## src/rtl/instruction_fetch_pkg.sv

```systemverilog
// Shared definitions for the instruction fetch front end: FSM state encoding
// and prefetch queue depth.
package instruction_fetch_pkg;

  typedef enum logic [1:0] {
    IDLE  = 2'd0,
    ISSUE = 2'd1,
    WAIT  = 2'd2,
    FULL  = 2'd3
  } fetchState;

  localparam int FETCH_QDEPTH = 2;
  localparam int COUNT_BITS   = $clog2(FETCH_QDEPTH + 1);

endpackage

```

## src/rtl/fetch_queue.sv

```systemverilog
// Small prefetch FIFO holding {instruction, address} entries; slot 0 is the head.
// Unoccupied slots are kept at zero so the head reads 0 whenever the queue is empty.
module fetch_queue
  import instruction_fetch_pkg::*;
#(
  parameter int entryWidth = 24
) (
  input  logic                  clk,
  input  logic                  clr,
  input  logic                  push,
  input  logic                  pop,
  input  logic                  flush,
  input  logic [entryWidth-1:0] pushData,
  output logic [COUNT_BITS-1:0] count,
  output logic                  headValid,
  output logic [entryWidth-1:0] headData
);

  localparam logic [COUNT_BITS-1:0] DEPTH = COUNT_BITS'(FETCH_QDEPTH);

  logic [entryWidth-1:0] slotQ [FETCH_QDEPTH];
  logic [COUNT_BITS-1:0] countReg, countNext, countAfterPop;
  logic                  doPop, doPush;

  always_comb begin
    doPop         = pop && (countReg != '0);
    doPush        = push && ((countReg < DEPTH) || doPop);
    countAfterPop = countReg - COUNT_BITS'(doPop);
    countNext     = flush ? '0 : countAfterPop + COUNT_BITS'(doPush);
  end

  // A pop shifts every slot toward the head; a push lands just past the survivors.
  for (genvar gi = 0; gi < FETCH_QDEPTH; gi++) begin : gSlot
    logic [entryWidth-1:0] slotReg, slotNext, shifted;

    if (gi + 1 < FETCH_QDEPTH) begin : gShift
      assign shifted = doPop ? slotQ[gi+1] : slotReg;
    end else begin : gLast
      assign shifted = doPop ? '0 : slotReg;
    end

    always_comb begin
      slotNext = shifted;
      if (flush) begin
        slotNext = '0;
      end else if (doPush && (countAfterPop == COUNT_BITS'(gi))) begin
        slotNext = pushData;
      end
    end

    always_ff @(posedge clk or negedge clr) begin
      if (!clr) begin
        slotReg <= '0;
      end else begin
        slotReg <= slotNext;
      end
    end

    assign slotQ[gi] = slotReg;
  end

  always_ff @(posedge clk or negedge clr) begin
    if (!clr) begin
      countReg <= '0;
    end else begin
      countReg <= countNext;
    end
  end

  assign count     = countReg;
  assign headValid = (countReg != '0);
  assign headData  = slotQ[0];

endmodule

```

## src/rtl/instruction_fetch.sv

```systemverilog
// Instruction fetch front end: walks the PC through the program RAM, captures
// returned words into a 2-entry queue and hands them to decode; redirect flushes.
module instruction_fetch
  import instruction_fetch_pkg::*;
#(
  parameter int                width       = 16,
  parameter int                length      = 8,
  parameter logic [length-1:0] resetVector = '0
) (
  input  logic              clk,
  input  logic              clr,
  input  logic              run,
  output logic              readEnable,
  output logic [length-1:0] readAddr,
  input  logic              dataReady,
  input  logic [width-1:0]  readData,
  input  logic              redirect,
  input  logic [length-1:0] redirectAddr,
  output logic              instrValid,
  output logic [width-1:0]  instr,
  output logic [length-1:0] instrAddr,
  input  logic              instrTaken
);

  localparam int                    ENTRY_W = width + length;
  localparam logic [COUNT_BITS-1:0] DEPTH   = COUNT_BITS'(FETCH_QDEPTH);

  fetchState             stateReg, stateNext;
  logic [length-1:0]     pcReg, pcNext;
  logic [COUNT_BITS-1:0] count, countAfter;
  logic                  headValid;
  logic [ENTRY_W-1:0]    headData;
  logic                  popNow, capture;

  always_comb begin
    popNow     = headValid && instrTaken && !redirect;
    // Only WAIT may capture: in ISSUE the RAM has not yet sampled the current PC.
    capture    = (stateReg == WAIT) && dataReady && !redirect && ((count < DEPTH) || popNow);
    countAfter = count - COUNT_BITS'(popNow) + COUNT_BITS'(capture);
    stateNext  = stateReg;
    pcNext     = pcReg;

    if (redirect) begin
      pcNext    = redirectAddr;
      stateNext = run ? ISSUE : IDLE;
    end else begin
      case (stateReg)
        IDLE:    if (run) stateNext = ISSUE;
        ISSUE:   stateNext = run ? WAIT : IDLE;
        WAIT: begin
          if (capture) begin
            pcNext = pcReg + length'(1);
            if (!run)                    stateNext = IDLE;
            else if (countAfter == DEPTH) stateNext = FULL;
            else                          stateNext = ISSUE;
          end
        end
        FULL: begin
          if (!run)                    stateNext = IDLE;
          else if (countAfter < DEPTH) stateNext = ISSUE;
        end
        default: stateNext = IDLE;
      endcase
    end
  end

  always_ff @(posedge clk or negedge clr) begin
    if (!clr) begin
      stateReg   <= IDLE;
      pcReg      <= resetVector;
      readEnable <= 1'b0;
      readAddr   <= '0;
    end else begin
      stateReg   <= stateNext;
      pcReg      <= pcNext;
      readEnable <= (stateNext == ISSUE) || (stateNext == WAIT);
      readAddr   <= pcNext;
    end
  end

  fetch_queue #(
    .entryWidth(ENTRY_W)
  ) queue (
    .clk      (clk),
    .clr      (clr),
    .push     (capture),
    .pop      (popNow),
    .flush    (redirect),
    .pushData ({readData, pcReg}),
    .count    (count),
    .headValid(headValid),
    .headData (headData)
  );

  assign instrValid = headValid;
  assign instr      = headData[ENTRY_W-1:length];
  assign instrAddr  = headData[length-1:0];

endmodule
```

## config.mk

```make
export PLATFORM = sky130hd
export DESIGN_NAME = instruction_fetch
export DESIGN_NICKNAME = d
export VERILOG_FILES = /design/src/rtl/instruction_fetch_pkg.sv /design/src/rtl/fetch_queue.sv /design/src/rtl/instruction_fetch.sv
export SDC_FILE = /design/constraint.sdc
export NUM_CORES = 1
export LEC_CHECK = 0
export ABC_AREA = 1
export BUFFER_PORTS_ARGS = -buffer_cell sky130_fd_sc_hd__buf_2
export CORE_MARGIN = 2
export CORE_UTILIZATION = 25
export DETAILED_ROUTE_END_ITERATION = 7
export GPL_ROUTABILITY_DRIVEN = 0
export PLACE_DENSITY = 0.44
export SETUP_SLACK_MARGIN = 0.05
export SLEW_MARGIN = 20
export SYNTH_ARGS = -nofsm -noshare
export SYNTH_HDL_FRONTEND = slang
export SYNTH_HIERARCHICAL = 1
export SYNTH_SLANG_ARGS = --single-unit
```

## constraint.sdc

```tcl
create_clock -name clk -period 4 [get_ports clk]
set_clock_uncertainty 0.15 [all_clocks]
set_input_delay 0.2 -clock clk [delete_from_list [all_inputs] [get_ports clk]]
set_output_delay 0.2 -clock clk [all_outputs]
set_load 0.005 [all_outputs]
```

==> impl_metrics.csv <==
group,metric,value,unit
clock_tree,cts_tree,"built",
timing,tns,0,ps
clock_tree,numCtsBuffers,9,
drt,ant_nets,0,
synthesis,synthCells,405,
layout,instances_no_fill,666,
placement,placed_cell_area,0.00357,mm2
timing,slew-limit-headroom,59.8,%
global_routing,antenna_found_initial,0,
placement,dp_cells,625,
critical_path,path_class,"reg2reg",
critical_path,r2r-end,"queue/headData[14]",
synthesis,synth_area_leader_cell,"dfrtp_1",
power,vdd_drop_max,154,uV
global_routing,grt_pass1_wl,14200,um
global_routing,grt_use_total,13.6,%
critical_path,rrSetupSlack,1140,ps
drt,first_iter_violations,165,
layout,post-route-cell-area,0.00412,mm2
timing,fin_crit_sh,71.6,%
timing,hold_slack,191,ps
synthesis,yosys-top-cells-area,"dfrtp_1 49%, nand2_1 28%, o21ai_0 4.2%",
layout,most-common-layout-cells,"230 x nand2_1, 62 x buf_2, 61 x dfrtp_1, 26 x o21ai_0, 26 x dlygate4sd3_1",
timing,rsz0062_at_grt,"no",
synthesis,synth_warnings,6,
clock_tree,postCtsSetupBuffers,0,
global_routing,grt_max_degree,46,
power,total_power,1.54,mW
timing,maxSlewViolCount,0,
critical_path,crit_arrival,2980,ps
clock_tree,ctsResizeCount,0,
layout,diodes,0,
power,power.density,374,mW/mm2
power,p_leak,2.31,nW
placement,place_ws,1050,ps
drt,routedWlPerCell,12.4,um
job,maxCapViolations,0,
hold_path,hp-class,"in2reg",
timing,tightest_slew,602,ps
floorplanning,rows,40,
layout,final_common_cell,"nand2_1",
floorplanning,coreArea,0.0121,mm2
timing,timing.final.crit_period,2860,ps
critical_path,cp.required,4110,ps
synthesis,yosysUniqueCellTypes,28,
synthesis,ys_seq_area_share,49.1,%
clock_tree,insertion_delay,330,ps
synthesis,synth-seq-cells,61,
global_routing,first_global_vias,2845,
clock_tree,clkTransAtPathRegs,50,ps
synthesis,synth_top_area_share,49.1,%
clock_tree,htree_num_levels,3,
timing,fin_ws,1140,ps
layout,drive_gt1_share,20.5,%
layout,area_growth,32.3,%
synthesis,syn_nets,439,
clock_tree,holdBufCountCts,26,
layout,fin_util,34.1,%
floorplanning,ios,64,
synthesis,syn-cell-area,0.00311,mm2
floorplanning,die-area,0.0134,mm2
floorplanning,die_height,116,um
floorplanning,initial_core_util,25.8,%
drt,vias,2756,
clock_tree,cts_sinks,61,
timing,max_freq,0.349,GHz
critical_path,worstRegToRegCells,14,
drt,routed_via_density,4.14,
placement,port_buffers,63,
critical_path,crit_start,"queue/count[1]",
critical_path,start_kind,"register",
layout,nNetsFinal,528,
global_routing,grt.overflow.total,0,
placement,place_hpwl,5650,um
timing,final-hold-violation-count,0,
critical_path,endpoint,"queue/headData[14]",
run_status,status,"complete, no violations",
drt,wl,8280,um
drt,dr.pass1.iters,4,
floorplanning,fp.dieW,116,um
drt,drc_errors,0,
timing,finalSetupViolations,0,
clock_tree,clk_path_buf_depth,2,
critical_path,cp_max_fo,25,
synthesis,syn_area_per_cell,7.68,um2
critical_path,worstSetupEndpointType,"register",
clock_tree,cts_root_buf,"clkbuf_16",
critical_path,r2r_start,"queue/count[1]",
-- state kept, by name (all words and copies together) (netlist names) --
register,count
pcReg,8
queue/count,2
queue/gSlot.slotReg,24
queue/headData,24
readEnable,1
stateReg,2
-- cell families after synthesis --
| family | count (synthesis) | synth area share [%] |
|---|---|---|
| AND/OR/NAND/NOR | 263 | 36.0 |
| XOR/XNOR | 4 | 1.13 |
| adder cells (fa/ha/maj) | 4 | 1.61 |
| flip-flops | 61 | 49.1 |
| buffers and inverters | 37 | 5.71 |
| AO/OA/AOI/OAI | 36 | 6.47 |
-- where the power goes --
part / switching [mW] / internal, mW
logic: 0.0775 / 0.0597
clock network: 0.271 / 0.475
registers: 0.0231 / 0.632
-- final cells by class --
class | instances | area (um2)
fillers | 1305 | 7950
flip-flops and latches | 61 | 1530
multi-input cells | 307 | 1410
repair buffers | 93 | 608
clock buffers | 10 | 229
well taps | 168 | 210
inverters | 22 | 82.6
clock inverters | 5 | 52.6
-- Yosys cell counts, drive strengths merged --
cell and number:
nand2 237, dfrtp 61, o21ai 26, inv 22
nand3 13, buf 11, nor2 10, a21oi 5
clkbuf 4, ha 4, xor2 3, nor3 2
o211ai 2, o221ai 2, a31oi 1, nand4 1
xnor2 1
-- routing by layer --
| layer | vias to the layer above | global-route usage (%) | wire length, um |
|---|---|---|---|
| li1 | 1439 | - | - |
| met1 | 1245 | 17.7 | 4030 |
| met2 | 55 | 21.6 | 3750 |
| met3 | 17 | 3.66 | 335 |
| met4 | 0 | 4.90 | 170 |
| met5 | - | 0 | 0 |
-- worst min path at each step --
stage	cells after the start	slack, ps	start	end
after detailed placement	3	280	redirectAddr[4]	pcReg[4]
after CTS	3	180	redirect	pcReg[6]
final	3	190	redirect	pcReg[6]
after floorplan	0	-250	clr	pcReg[0]
after global routing	3	220	redirect	pcReg[5]
after global placement	3	280	redirectAddr[4]	pcReg[4]
-- worst max-delay path: stages, from the launching register on --
cell	delay (ps)
dfrtp_1	460
inv_2	90
nand2_1	110
nand3_1	140
inv_1	80
nand2_1	100
inv_1	50
ha_1	320
nand3_2	80
buf_4	220
nor2_8	350
nor2_8	150
nor2_8	310
nand2_1	130
nand2_1	70
(Power assumes the default switching activity.)
